**src/rtl/uart_rx_oversample.sv**
```systemverilog
// UART receiver: 2-FF synchronised rxd, 1 start / DATA_BITS data (LSB first) /
// optional parity / 1 stop, all timing counted in rx_tick (OVERSAMPLE x baud).
// Ports: clk, rst (async active-low), rx_tick, rxd in;
//        data, data_valid (1-clk strobe), parity_err, frame_err, busy out.
module uart_rx_oversample #(
    parameter int DATA_BITS  = 8,
    parameter int OVERSAMPLE = 8,
    parameter int PARITY_EN  = 0,
    parameter int PARITY_ODD = 0
) (
    input  logic                 clk,
    input  logic                 rst,
    input  logic                 rx_tick,
    input  logic                 rxd,
    output logic [DATA_BITS-1:0] data,
    output logic                 data_valid,
    output logic                 parity_err,
    output logic                 frame_err,
    output logic                 busy
);

    localparam int TW = $clog2(OVERSAMPLE);
    localparam int BW = $clog2(DATA_BITS);

    localparam logic [TW-1:0] MID_TICK  = TW'(OVERSAMPLE / 2 - 1);
    localparam logic [TW-1:0] LAST_TICK = TW'(OVERSAMPLE - 1);
    localparam logic [BW-1:0] LAST_BIT  = BW'(DATA_BITS - 1);
    localparam logic          ODD       = (PARITY_ODD != 0);
    localparam logic          PAR_ON    = (PARITY_EN != 0);

    typedef enum logic [2:0] {
        IDLE,
        START,
        DATA,
        PARITY,
        STOP,
        BRK
    } state_e;

    state_e                 state_q, state_d;
    logic [1:0]             sync_q, sync_d;
    logic [TW-1:0]          tick_cnt_q, tick_cnt_d;
    logic [BW-1:0]          bit_cnt_q, bit_cnt_d;
    logic [DATA_BITS-1:0]   shift_q, shift_d;
    logic                   par_mis_q, par_mis_d;
    logic [DATA_BITS-1:0]   data_q, data_d;
    logic                   data_valid_q, data_valid_d;
    logic                   parity_err_q, parity_err_d;
    logic                   frame_err_q, frame_err_d;
    logic                   busy_q, busy_d;

    logic rxd_s;
    logic at_sample;

    assign rxd_s     = sync_q[1];
    assign at_sample = (tick_cnt_q == LAST_TICK);

    always_comb begin
        sync_d       = {sync_q[0], rxd};
        state_d      = state_q;
        tick_cnt_d   = tick_cnt_q;
        bit_cnt_d    = bit_cnt_q;
        shift_d      = shift_q;
        par_mis_d    = par_mis_q;
        data_d       = data_q;
        data_valid_d = 1'b0;
        parity_err_d = parity_err_q;
        frame_err_d  = frame_err_q;

        if (rx_tick) begin
            unique case (state_q)
                IDLE: begin
                    if (!rxd_s) begin
                        state_d    = START;
                        tick_cnt_d = '0;
                    end
                end
                START: begin
                    // Mid-start recheck rejects short glitches.
                    if (tick_cnt_q == MID_TICK) begin
                        if (!rxd_s) begin
                            state_d    = DATA;
                            tick_cnt_d = '0;
                            bit_cnt_d  = '0;
                        end else begin
                            state_d = IDLE;
                        end
                    end else begin
                        tick_cnt_d = tick_cnt_q + TW'(1);
                    end
                end
                DATA: begin
                    if (at_sample) begin
                        shift_d    = {rxd_s, shift_q[DATA_BITS-1:1]};
                        tick_cnt_d = '0;
                        bit_cnt_d  = bit_cnt_q + BW'(1);
                        if (bit_cnt_q == LAST_BIT) begin
                            state_d = PAR_ON ? PARITY : STOP;
                        end
                    end else begin
                        tick_cnt_d = tick_cnt_q + TW'(1);
                    end
                end
                PARITY: begin
                    if (at_sample) begin
                        par_mis_d  = rxd_s ^ (^shift_q) ^ ODD;
                        tick_cnt_d = '0;
                        state_d    = STOP;
                    end else begin
                        tick_cnt_d = tick_cnt_q + TW'(1);
                    end
                end
                STOP: begin
                    if (at_sample) begin
                        data_d       = shift_q;
                        data_valid_d = 1'b1;
                        parity_err_d = PAR_ON & par_mis_q;
                        frame_err_d  = ~rxd_s;
                        tick_cnt_d   = '0;
                        // Leaving at mid-stop leaves margin for a back-to-back start.
                        state_d      = rxd_s ? IDLE : BRK;
                    end else begin
                        tick_cnt_d = tick_cnt_q + TW'(1);
                    end
                end
                BRK: begin
                    if (rxd_s) begin
                        state_d = IDLE;
                    end
                end
                default: begin
                    state_d = IDLE;
                end
            endcase
        end

        busy_d = (state_d != IDLE);
    end

    always_ff @(posedge clk or negedge rst) begin
        if (!rst) begin
            sync_q       <= 2'b11;
            state_q      <= IDLE;
            tick_cnt_q   <= '0;
            bit_cnt_q    <= '0;
            shift_q      <= '0;
            par_mis_q    <= 1'b0;
            data_q       <= '0;
            data_valid_q <= 1'b0;
            parity_err_q <= 1'b0;
            frame_err_q  <= 1'b0;
            busy_q       <= 1'b0;
        end else begin
            sync_q       <= sync_d;
            state_q      <= state_d;
            tick_cnt_q   <= tick_cnt_d;
            bit_cnt_q    <= bit_cnt_d;
            shift_q      <= shift_d;
            par_mis_q    <= par_mis_d;
            data_q       <= data_d;
            data_valid_q <= data_valid_d;
            parity_err_q <= parity_err_d;
            frame_err_q  <= frame_err_d;
            busy_q       <= busy_d;
        end
    end

    assign data       = data_q;
    assign data_valid = data_valid_q;
    assign parity_err = parity_err_q;
    assign frame_err  = frame_err_q;
    assign busy       = busy_q;

endmodule

```
**config.mk**
```make
export PLATFORM = sky130hd
export DESIGN_NAME = uart_rx_oversample
export DESIGN_NICKNAME = d
export VERILOG_FILES = /design/src/rtl/uart_rx_oversample.sv
export SDC_FILE = /design/constraint.sdc
export NUM_CORES = 1
export LEC_CHECK = 0
export CORE_ASPECT_RATIO = 1.1
export CORE_MARGIN = 2
export CORE_UTILIZATION = 58
export DETAILED_ROUTE_END_ITERATION = 8
export PLACE_DENSITY = 0.83
export SYNTH_ARGS = -nofsm -noshare
export SYNTH_HDL_FRONTEND = slang
export SYNTH_SLANG_ARGS = --single-unit
```
**constraint.sdc**
```tcl
create_clock -name clk -period 5.1 [get_ports clk]
set_input_delay 0.765 -clock clk [delete_from_list [all_inputs] [get_ports clk]]
set_output_delay 0.765 -clock clk [all_outputs]
set_load 0.01 [all_outputs]
```
**Word-level counts from Yosys, hierarchy flattened**

Index checks and enable logic that the tools add are counted.
Widths: inputs -> output; s select.

- Input bits: 4
- Output and inout port bits: 12
- Word-level logic and storage cells: 54
- Register bits after elaboration: 30

- Bitwise operators: 1
- Add/sub/neg operators: 2
- Reduce and logical (&&, ||, !) cells: 9
- Multiplexer cells: 22
- Equal/unequal tests: 11

Operators with widths:

| kind | count |
|---|---|
| $mux 3 | 15 |
| $pmux 3 s6 | 1 |
| $eq 3x3->1 const B | 4 |
| $eq 3x2->1 const B | 3 |
| $pmux 3 s3 | 1 |
| $add 3x1->3 const B | 2 |
| $ne 2x2->1 const B | 3 |
| $pmux 3 s2 | 1 |
| $reduce_and 3->1 | 2 |
| $reduce_bool 3->1 | 2 |
| $reduce_and 5->1 | 1 |
| $eq 3x1->1 const B | 1 |
| $logic_not 3->1 | 1 |
| $mux 1 | 3 |
| $reduce_or 3->1 | 1 |
| $mux 2 | 1 |
| $reduce_and 2->1 | 1 |
| $reduce_bool 2->1 | 1 |
| $not 1->1 | 1 |

**Depth between registers and ports, before layout**

- Depth in word-level cells: 6
- Gate-level depth with buffers: 6
- Gate-level depth less buffers: 6

**Least setup slack after synthesis**

OpenSTA, ideal clock, no wires.

- Path kind: reg-to-reg
- Start: register tick_cnt_q[0]
- End: register busy_q (netlist: busy)
- Slack: 3.377 ns
- Buffers on the path: 0
- Period minus slack after synthesis: 1.723 ns
- Arrival: 1.592 ns
- Stages on the path, launching flop included: 6
- Required time: 4.969 ns
- Library setup time: 0.131 ns
- Cell sequence: dfrtp_1 -> ha_1 -> ha_1 -> o21a_1 -> a22o_1 -> or3_1

- Cells in the longest elaborated chain, start to end: 5
- Elaborated cells between the ends (all ways): 9
- Classes of those cells: eq/ne (2); mux (6); reduce/logical (1)

RTL lines:

| item | RTL line | text |
|---|---|---|
| from (decl) | 42 | `logic [TW-1:0] tick_cnt_q, tick_cnt_d;` |
| from (signal assigned) | 156 | `tick_cnt_q <= tick_cnt_d;` |
| $eq 3x3->1 or $eq 3x2->1 (tied branches) | 56, 80 |  |
| $mux 3, on equally long branches | - |  |
| $pmux 3 s6 * | 71 | `unique case (state_q)` |
| $mux 3 * | 70 | `if (rx_tick) begin` |
| net state_d[0] | 40 | `state_e state_q, state_d;` |
| $reduce_bool 3->1 * | 137 | `busy_d = (state_d != IDLE);` |
| net busy_d | 50 | `logic busy_q, busy_d;` |
| to (signal assigned) | 164 | `busy_q <= busy_d;` |
| to (decl) | 50 |  |

Mark *: on every way through the listed nets, which the timed path passes. The rest lies on a longest branch.
A chain may end at the register's enable or synchronous reset.

**Final worst setup path**

- Start: input port rx_tick
- End: register shift_q[0]

- Cells in the longest elaborated chain, start to end: 1

RTL lines:

| item | RTL line | text |
|---|---|---|
| from (decl) | 13 | `input logic rx_tick,` |
| $reduce_and 3->1 (no line) | - |  |
| to (signal assigned) | 158 | `shift_q <= shift_d;` |
| to (decl) | 44 | `logic [DATA_BITS-1:0] shift_q, shift_d;` |

Every way passes these cells.

==> out/qor.yml <==
power_and_ir_drop:
  power-per-cell-area_mw_per_mm2: 330
  switching_share: 0.273
  p_sw_mw: 0.144
  power.clock.fraction: 0.281
  max-vdd-ir-drop_v: 0.000291
  leakagePower_nw: 0.762
  seqPwrFrac: 0.553
  internal-power_mw: 0.384
  share_comb_of_total_power: 0.165
synthesis:
  syn-cell-area_mm2: 0.00137
  postSynthRegisterBits: 30
  post_synth.cell_area_avg_um2: 12.8
  synthFlopType: "sky130_fd_sc_hd__dfrtp_1"
  syn_inst: 107
  synth.area.top_cells: "sky130_fd_sc_hd__dfrtp_1, sky130_fd_sc_hd__mux2_2, sky130_fd_sc_hd__ha_1, sky130_fd_sc_hd__dfstp_2, sky130_fd_sc_hd__a22o_1"
  synth_commonest_cells: "sky130_fd_sc_hd__dfrtp_1, sky130_fd_sc_hd__mux2_2, sky130_fd_sc_hd__o21ai_0"
  most_used_standard_cell_by_instance_count_after_synthesis: "sky130_fd_sc_hd__dfrtp_1"
  synth_largest_type_area_fraction: 0.510
  synth-seq-area-share: 0.548
  synth_area_leader_cell: "sky130_fd_sc_hd__dfrtp_1"
  number_of_synthesized_flops_with_an_enable_pin: 0
  number_of_warning_messages_in_the_yosys_log: 0
  net_count_of_the_mapped_netlist: 117
  postSynth.asyncResetShare: 1.00
  synth_cell_type_count: 32
run_status:
  run_status: "complete, no violations"
setup_path:
  critical_path.slowest_cell: "sky130_fd_sc_hd__clkdlybuf4s50_1"
  cpMostUsedCell: "sky130_fd_sc_hd__nand2_1"
  critical_path_required_ns: 5.31
  crit_buf_inv: 1
  worstPathCellList: "clkdlybuf4s50_1, nand2_1, nor3_2, nand2_1, mux2_2"
  crit_path_dat_ns: 2.29
  critical_path_capture_point_type: "register"
  worstSetupPathType: "input port to register"
  worst_path_dominant_cell_family: "buffers and inverters"
  timing.critical_path.fanout_max: 9
  critPathLaunchType: "input port"
  maximum_cell_stage_delay_along_the_critical_path_ns: 0.63
cts:
  cts_max_level: 2
  path_clk_slew_ns: 0.08
  cts_buffers: 5
  insertion_delay_ns: 0.33
  tritoncts_num_sinks: 30
  cts-root-to-sink-buffers: 2
  tritoncts: "yes"
  cts_setup_buffers: 0
  clockRootBuffer: "sky130_fd_sc_hd__clkbuf_4"
  cts-hold-fix-buffers: 0
  cts_resized: 0
placement:
  dp_worst_setup_slack_ns: 2.70
  number_of_buffer_cells_added_on_primary_ports: 14
  place_hpwl_um: 1720
  dp_cells: 149
  routabilityCongestion: 0.840
hold_path:
  min-delay-path-class: "register to register"
die:
  floorplan.die_area_mm2: 0.00277
  die_width_um: 50.4
  start_util: 0.610
  num_rows: 18
  core-area_mm2: 0.00225
  design.portCount: 16
  die-height_um: 55.0
drt:
  drc: 0
  route.antenna.remaining_nets: 0
  wire_per_inst_um: 15.2
  totalWireLength_um: 2380
  total_via_count_after_detailed_routing: 892
  firstDrtPassIters: 4
  vias_per_cell: 5.68
  drt_iter0_markers: 11
global_route:
  globalRouteTotalUtil: 0.203
  grt_pass1_wl_um: 3880
  grt_pass1_vias: 851
  globalRouteOverflowTotal: 0
  pin_count_of_the_biggest_net_entering_global_routing: 31
  grt_antenna_before_repair: 0
sta:
  period_needed_ns: 2.08
  report.final.slew_viol_count: 0
  rsz0062_at_grt: "no"
  min_period_over_period: 0.408
  setup_slack_ns: 3.02
  report.final.hold_viol_count: 0
  tns_ns: 0
  fmaxAchievable_ghz: 0.481
  final_worst_hold_slack_ns: 0.366
  timing.final.setup_violations: 0
  finalClockSkew_ns: 0.0143
finish:
  layout_cells_sized_above_1: 0.252
  area_delta_synth_final_pct: 16.2
  post_layout_nonfiller_instances: 157
  fillers: 175
  nNetsFinal: 136
  antenna_cells: 0
run:
  cap_violations: 0
per-layer routing:
metal  vias to the layer above  part of all wire  GRT usage  routed length [µm]
li1                        420                 -          -                   -
met1                       450              0.43      0.253                1030
met2                        20              0.51      0.305                1220
met3                         2             0.047     0.0941                 112
met4                         0            0.0092     0.0946                  22
met5                         -                 0          0                   0
sequential cells by signal, indices dropped and copies added (netlist names):
register,cells
data,8
shift_q,8
bit_cnt_q,3
state_q,3
tick_cnt_q,3
sync_q,2
busy,1
data_valid,1
frame_err,1
cell usage in the layout, fill, tap and decap left out, types with 2 or more instances in the layout:
| cell | n |
|---|---|
| sky130_fd_sc_hd__dfrtp_1 | 28 |
| sky130_fd_sc_hd__mux2_2 | 17 |
| sky130_fd_sc_hd__clkdlybuf4s50_1 | 14 |
| sky130_fd_sc_hd__o21ai_0 | 7 |
| sky130_fd_sc_hd__a22o_1 | 6 |
| sky130_fd_sc_hd__nand2_1 | 6 |
| sky130_fd_sc_hd__ha_1 | 6 |
| sky130_fd_sc_hd__clkbuf_4 | 5 |
| sky130_fd_sc_hd__nand2b_1 | 4 |
| sky130_fd_sc_hd__inv_1 | 3 |
| sky130_fd_sc_hd__o21a_1 | 3 |
| sky130_fd_sc_hd__nor2_1 | 2 |
| sky130_fd_sc_hd__nor2b_1 | 2 |
| sky130_fd_sc_hd__a21oi_1 | 2 |
| sky130_fd_sc_hd__dfstp_2 | 2 |
power by group through the flow:
stage                     logic (mW)  clock network [mW]  registers, mW
after floorplan               0.0661                   0          0.290
after global placement        0.0812                   0          0.294
after detailed placement      0.0889                   0          0.297
after CTS                     0.0896               0.153          0.292
after global routing          0.0997               0.166          0.297
final                         0.0872               0.148          0.292
cells by family after synthesis:
logic type,count (synthesis),share of synthesized area
compound gates,23,0.116
fa+ha+maj,6,0.0546
buf+inv,6,0.0273
flops,30,0.548
mux,17,0.139
other cells,1,0.00273
simple gates,24,0.112
final cells by class:
cell class,instances,area [µm²],area share
Tap cell,30,37.5,0.0235
Multi-Input combinational cell,71,583,0.365
Sequential cell,30,753,0.472
Inverter,3,11.3,0.00705
Clock buffer,6,51.3,0.0321
Timing Repair Buffer,15,148,0.0925
Clock inverter,2,12.5,0.00784
final timing paths:
check | startpoint | endpoint | slack [ns] | cells after the start
max | rx_tick | shift_q[0] | 3.02 | 5
max reg2reg | tick_cnt_q[0] | busy | 3.24 | 6
min in group asynchronous | rst | data[6] | 0.81 | 2
min | sync_q[0] | sync_q[1] | 0.37 | 0
min reg2reg | sync_q[0] | sync_q[1] | 0.37 | 0
max in group asynchronous | rst | sync_q[1] | 3.97 | 2
stage by stage:
step	instance area (µm²)	utilization	total power, mW
after floorplan	1370	-	0.356
after global placement	1530	0.681	0.376
after detailed placement	1530	0.681	0.386
after CTS	1600	0.709	0.535
after global routing	1600	0.709	0.562
final	1600	0.709	0.527
(Power assumes the default switching activity.)
